File: src/rtl/ifetch_prefetch.sv
// ifetch_prefetch: bexkat1 front-end prefetcher with a credit-limited word FIFO and 32/64-bit assembly.
// Optional misaligned-redirect fault reporting is enabled by defining IFETCH_ALIGN_CHECK_EN.
module ifetch_prefetch #(
    parameter int          DEPTH_LOG2      = 3,
    parameter int          MAX_OUTSTANDING = 4,
    parameter logic [31:0] RESET_PC        = 32'h0
) (
    input  logic        clk_i,
    input  logic        rst_i,
    output logic        bus_cyc_o,
    output logic        bus_stb_o,
    output logic [31:0] bus_adr_o,
    input  logic        bus_stall_i,
    input  logic        bus_ack_i,
    input  logic [31:0] bus_dat_i,
    input  logic        pc_set_i,
    input  logic [31:0] pc_in_i,
    input  logic        stall_i,
    output logic [63:0] ir_o,
    output logic [31:0] pc_o,
    output logic        ir_valid_o,
    output logic        fault_o
);
    localparam int            DEPTH     = 1 << DEPTH_LOG2;
    localparam int            CW        = DEPTH_LOG2 + 2;
    localparam logic [CW-1:0] MAX_OUT_C = CW'(MAX_OUTSTANDING);
    localparam logic [CW-1:0] DEPTH_C   = CW'(DEPTH);

    typedef enum logic {S_RESET, S_RUN} state_t;
    state_t r_state, w_state_nxt;

    logic [31:0]           r_fifo [DEPTH];
    logic [DEPTH_LOG2-1:0] r_rd, r_wr, w_rd1;
    logic [DEPTH_LOG2:0]   r_count, w_count_nxt;
    logic [CW-1:0]         r_out, w_inflight;
    logic [15:0]           r_drain;
    logic [31:0]           r_adr, r_npc, r_pc;
    logic [63:0]           r_ir;
    logic                  r_valid, r_fault;
    logic                  w_stb, w_accept, w_push, w_bad;
    logic [31:0]           w_head, w_second, w_target;
    logic [1:0]            w_pop;

`ifdef IFETCH_ALIGN_CHECK_EN
    logic r_bad;
    always_ff @(posedge clk_i or posedge rst_i) begin
        if (rst_i)         r_bad <= 1'b0;
        else if (pc_set_i) r_bad <= (pc_in_i[1:0] != 2'b00);
    end
    assign w_bad    = r_bad;
    assign w_target = pc_in_i;
`else
    assign w_bad    = 1'b0;
    assign w_target = pc_in_i & 32'hFFFF_FFFC;
`endif

    assign w_rd1      = r_rd + 1'b1;
    assign w_head     = r_fifo[r_rd];
    assign w_second   = r_fifo[w_rd1];
    assign w_inflight = r_out + CW'(r_count);
    assign w_accept   = w_stb && !bus_stall_i;
    // Acks owed to requests from before a redirect are swallowed here, never queued.
    assign w_push     = bus_ack_i && (r_drain == 16'd0) && !pc_set_i;

    assign bus_stb_o  = w_stb;
    assign bus_adr_o  = r_adr;
    assign bus_cyc_o  = w_stb || (r_out != '0) || (r_drain != 16'd0);
    assign ir_o       = r_ir;
    assign pc_o       = r_pc;
    assign ir_valid_o = r_valid;
    assign fault_o    = r_fault;

    always_ff @(posedge clk_i or posedge rst_i) begin
        if (rst_i) r_state <= S_RESET;
        else       r_state <= w_state_nxt;
    end

    always_comb begin
        w_state_nxt = r_state;
        w_stb       = 1'b0;
        case (r_state)
            S_RESET: w_state_nxt = S_RUN;
            S_RUN:   w_stb = !w_bad && (r_out < MAX_OUT_C) && (w_inflight < DEPTH_C);
            default: w_state_nxt = S_RESET;
        endcase
        if (pc_set_i) begin
            w_state_nxt = S_RESET;
            w_stb       = 1'b0;
        end
    end

    always_comb begin
        w_pop = 2'd0;
        if (!pc_set_i && !stall_i && !w_bad) begin
            if (w_head[0] && (r_count[DEPTH_LOG2:1] != '0)) w_pop = 2'd2;
            else if (!w_head[0] && (r_count != '0))         w_pop = 2'd1;
        end
    end

    assign w_count_nxt = r_count + (DEPTH_LOG2+1)'(w_push) - (DEPTH_LOG2+1)'(w_pop);

    always_ff @(posedge clk_i) begin
        if (w_push) r_fifo[r_wr] <= bus_dat_i;
    end

    always_ff @(posedge clk_i or posedge rst_i) begin
        if (rst_i) begin
            r_rd    <= '0;
            r_wr    <= '0;
            r_count <= '0;
            r_out   <= '0;
            r_drain <= 16'd0;
            r_adr   <= RESET_PC;
            r_npc   <= RESET_PC;
            r_pc    <= RESET_PC;
            r_ir    <= 64'h0;
            r_valid <= 1'b0;
            r_fault <= 1'b0;
        end else if (pc_set_i) begin
            r_rd    <= '0;
            r_wr    <= '0;
            r_count <= '0;
            r_out   <= '0;
            // Whatever is still in flight, less an ack landing now, becomes stale.
            r_drain <= r_drain + 16'(r_out) - 16'(bus_ack_i);
            r_adr   <= {w_target[31:2], 2'b00};
            r_npc   <= w_target;
            r_pc    <= w_target;
            r_ir    <= 64'h0;
            r_valid <= 1'b0;
            r_fault <= 1'b0;
        end else begin
            if (w_accept) r_adr <= r_adr + 32'd4;
            if (bus_ack_i && (r_drain != 16'd0)) r_drain <= r_drain - 16'd1;
            if (w_push) r_wr <= r_wr + 1'b1;
            r_out   <= r_out + CW'(w_accept) - CW'(w_push);
            r_rd    <= r_rd + DEPTH_LOG2'(w_pop);
            r_count <= w_count_nxt;
            if (!stall_i) begin
                if (w_bad) begin
                    r_ir    <= 64'h0;
                    r_valid <= 1'b1;
                    r_fault <= 1'b1;
                end else if (w_pop == 2'd2) begin
                    r_ir    <= {w_second, w_head};
                    r_valid <= 1'b1;
                    r_pc    <= r_npc;
                    r_npc   <= r_npc + 32'd8;
                end else if (w_pop == 2'd1) begin
                    r_ir    <= {32'h0, w_head};
                    r_valid <= 1'b1;
                    r_pc    <= r_npc;
                    r_npc   <= r_npc + 32'd4;
                end else begin
                    r_ir    <= 64'h0;
                    r_valid <= 1'b0;
                    r_pc    <= r_npc;
                end
            end
        end
    end
endmodule
File: config.mk
export PLATFORM = sky130hd
export DESIGN_NAME = ifetch_prefetch
export DESIGN_NICKNAME = d
export VERILOG_FILES = /design/src/rtl/ifetch_prefetch.sv
export SDC_FILE = /design/constraint.sdc
export NUM_CORES = 1
export LEC_CHECK = 0
export BUFFER_PORTS_ARGS = -buffer_cell sky130_fd_sc_hd__buf_2
export CORE_MARGIN = 5
export CORE_UTILIZATION = 35
export DETAILED_ROUTE_END_ITERATION = 6
export PLACE_DENSITY = 0.6
export SETUP_SLACK_MARGIN = 0.15
export SYNTH_ARGS = -nofsm -noshare
export SYNTH_HDL_FRONTEND = slang
export SYNTH_SLANG_ARGS = --single-unit
File: constraint.sdc
create_clock -name clk_i -period 20.3 [get_ports clk_i]
set_input_delay 4.06 -clock clk_i [delete_from_list [all_inputs] [get_ports clk_i]]
set_output_delay 4.06 -clock clk_i [all_outputs]
set_load 0.005 [all_outputs]
==> impl_metrics.py <==
metrics = {
    "status": {
        "status": "complete, no violations",
    },
    "yosys": {
        "ys.flop_type": "edfxtp_1",
        "yosysUniqueCellTypes": 70,
        "synth-seq-cells": 444,
        "syn_area_per_cell_sq_um": 13.7,
        "postSynth.asyncResetShare_pct": 42.3,
        "synth_warnings": 0,
        "syn-cell-area_sq_mm": 0.0215,
        "syn_inst": 1567,
        "synth_edf_count": 256,
        "ys_seq_area_share_pct": 57.6,
    },
    "timing": {
        "whs_ns": 0.470,
        "max_freq_ghz": 0.0956,
        "tightest_slew_ns": 1.09,
        "final_max_slew_viol_count": 0,
        "rsz0062_at_grt": "no",
        "fin_setup_tns_ns": 0,
        "slew_headroom_pct": 27.1,
        "finalClockSkew_ns": 0.0256,
        "fin_crit_sh_pct": 51.5,
        "setup_viol": 0,
        "finalCriticalPeriod_ns": 10.46,
        "hold_viol_final": 0,
    },
    "floorplan": {
        "start_util_pct": 35.1,
        "die_area_sq_mm": 0.0666,
        "coreArea_sq_mm": 0.0614,
        "num_rows": 91,
        "fp.dieH_microns": 258,
        "io_pins": 202,
        "dieWidth_microns": 258,
    },
    "cts": {
        "ctsResizeCount": 0,
        "hold_buffers": 0,
        "cts_buffers": 48,
        "clock_latency_ns": 0.59,
        "cts_setup_buffers": 0,
        "cts.path.max_buffers": 3,
        "clk_pin_slew_worst_paths_ns": 0.05,
        "htreeDepth": 2,
        "cts_sinks": 444,
        "cts_tree": "done",
        "cts_root_buf": "clkbuf_16",
    },
    "min_path": {
        "hold_start": "ir_o[55]",
        "hold_depth": 2,
        "hold_path_class": "flop to flop",
        "min_to": "ir_o[55]",
    },
    "cells_and_area": {
        "drive_above_1_share_pct": 25.3,
        "n_fill_cell": 5665,
        "multi_input_area_sq_mm": 0.00859,
        "final_net_count": 1880,
        "synthToLayoutAreaGrowth_pct": 16.3,
        "register_area_sq_mm": 0.0124,
        "fin_area_sq_mm": 0.0250,
    },
    "critical_path": {
        "crit_start": "pc_set_i",
        "crit_path_end_kind": "primary output",
        "arrival_ns": 6.40,
        "worstPathCellList": "buf_2 > buf_4 > clkinv_2 > o31ai_4 > o211ai_1 > buf_2",
        "worstSetupPathType": "input port to primary output",
        "critPathLaunchType": "input port",
        "r2r-end": "r_npc[28]",
        "path_delay_family": "buffers and inverters",
        "crit_path_max_fanout": 70,
        "cp_slowest_cell": "clkinv_2",
        "crit_buf_inv": 4,
        "timing.rr.start": "r_rd[0]",
        "slowest_delay_ns": 0.73,
        "cpMostUsedCell": "buf_2",
        "ff2ff_setup_slack_ns": 15.67,
        "required_ns": 16.24,
        "r2r_cells": 11,
    },
    "route": {
        "vias": 13917,
        "drt_pass1_iterations": 5,
        "avgViaCountPerCell": 5.39,
        "drt-initial-drc-count": 1211,
        "wirelength_microns": 55300,
        "drtAntennaViolNets": 0,
        "wl_per_cell_microns": 21.4,
        "drc_errors": 0,
    },
    "placed_design": {
        "numPortBuffers": 196,
        "placed_area_sq_mm": 0.0234,
        "dp_hpwl_microns": 34900,
        "gp_congestion": 0.854,
    },
    "power_and_ir_drop": {
        "clkPwrFrac_pct": 35.4,
        "power_density_mw_per_mm2": 103,
        "power.leakage_nw": 9.30,
        "max-vdd-ir-drop_v": 0.0000562,
        "swShare_pct": 29.4,
        "p_switching_mw": 0.754,
        "p_seq_share_pct": 41.1,
        "p_int_mw": 1.81,
        "pwr-share-comb_pct": 23.5,
    },
    "global_routing": {
        "grt_pass1_vias": 14070,
        "grt_max_degree": 118,
        "antenna_found_initial": 7,
        "overflow": 0,
        "grt_usage_pct": 16.2,
        "grt_pass1_wl_microns": 85200,
    },
    "job": {
        "maxCapViolations": 0,
    },
}
[metal layers]
layer	up-vias	GRT usage [%]	wire (microns)
met5	-	0	61
met1	7085	22.0	23500
met4	8	3.65	1050
met3	85	3.25	3650
li1	6311	-	-
met2	428	27.3	27000
[cell families (layout without fill, tap and decap cells)]
group | count (synthesis) | count (layout) | synth area share, %
flip-flops | 444 | 444 | 57.6
AND/OR/NAND/NOR | 365 | 365 | 8.23
AO/OA/AOI/OAI | 260 | 260 | 7.26
multiplexers | 224 | 224 | 17.9
buffers and inverters | 151 | 370 | 2.94
XOR/XNOR | 63 | 63 | 2.56
adder cells (fa/ha/maj) | 59 | 59 | 3.57
other | 1 | 7 | 0.0174
[placed cells by master, fill, tap and decap left out, drive strengths merged, types with 30 or more instances in the layout]
master,count
buf,218
a21oi,89
ha,55
clkbuf,65
nand2,127
edfxtp,256
mux4,128
xnor2,46
nand3,30
o21ai,94
mux2i,96
inv,65
nor2,86
dfrtp,188
[power by group through the flow]
stage,sequential (mW),combinational [mW],clock (mW)
finish,1.06,0.603,0.909
global route,1.06,0.675,0.973
CTS,1.06,0.608,0.933
detailed placement,1.08,0.601,0
global placement,1.07,0.594,0
floorplan,1.05,0.469,0
[how the worst max path moves through the flow]
stage | cells after the start | end | slack [ns]
3_5_place_dp | 6 | bus_cyc_o | 9.79
3_3_place_gp | 6 | bus_cyc_o | 9.75
6_report | 6 | bus_cyc_o | 9.84
2_1_floorplan | 1 | bus_adr_o[10] | 11.13
4_1_cts | 6 | bus_cyc_o | 9.78
5_1_grt | 6 | bus_cyc_o | 9.59
[flip-flops by register name, summed over array words and instances (netlist names)]
| name | count |
|---|---|
| r_out | 5 |
| r_rd | 3 |
| r_fifo | 256 |
| ir_o | 64 |
| r_npc | 30 |
| r_drain | 16 |
| ir_valid_o | 1 |
| bus_adr_o | 30 |
| r_wr | 3 |
| pc_o | 31 |
| r_count | 4 |
| r_state | 1 |
[layout make-up]
class | count | area share (%)
Clock inverter | 22 | 1.12
Sequential cell | 444 | 49.5
Multi-Input combinational cell | 974 | 34.3
Antenna cell | 4 | 0.0400
Tap cell | 790 | 3.95
Clock buffer | 65 | 5.46
Inverter | 65 | 1.01
Timing Repair Buffer | 218 | 4.58
[cell usage after synthesis (16+ instances only)]
master | instances | share of area, %
buf_2 | 29 | 0.67
nand2_1 | 127 | 2.2
nand3_1 | 30 | 0.70
dfrtp_1 | 188 | 22
inv_1 | 63 | 1.1
o21ai_0 | 91 | 2.1
and3_1 | 16 | 0.46
clkbuf_1 | 43 | 0.75
a21oi_1 | 89 | 2.1
xor2_1 | 17 | 0.69
ha_1 | 55 | 3.2
mux2i_1 | 96 | 4.5
nand4_1 | 17 | 0.49
nor2_1 | 85 | 1.5
edfxtp_1 | 256 | 36
xnor2_1 | 46 | 1.9
mux4_2 | 128 | 13
nor3_1 | 24 | 0.56
[worst min-delay path: cells and delay by family, from the launching register on]
kind / cells / cell delay, ns
flops: 1 / 0.33
compound gates: 1 / 0.06
simple gates: 1 / 0.04
[per-stage QoR]
step	instances	setup slack (ns)	util, %	total power, mW
after floorplan	1569	11.13	-	1.52
after global placement	2491	9.75	38.1	1.67
after detailed placement	2491	9.79	38.1	1.68
after CTS	2578	9.78	40.8	2.60
after global routing	2578	9.59	40.8	2.71
final	2582	9.84	40.8	2.57
Power figures use the tool's default switching activity.
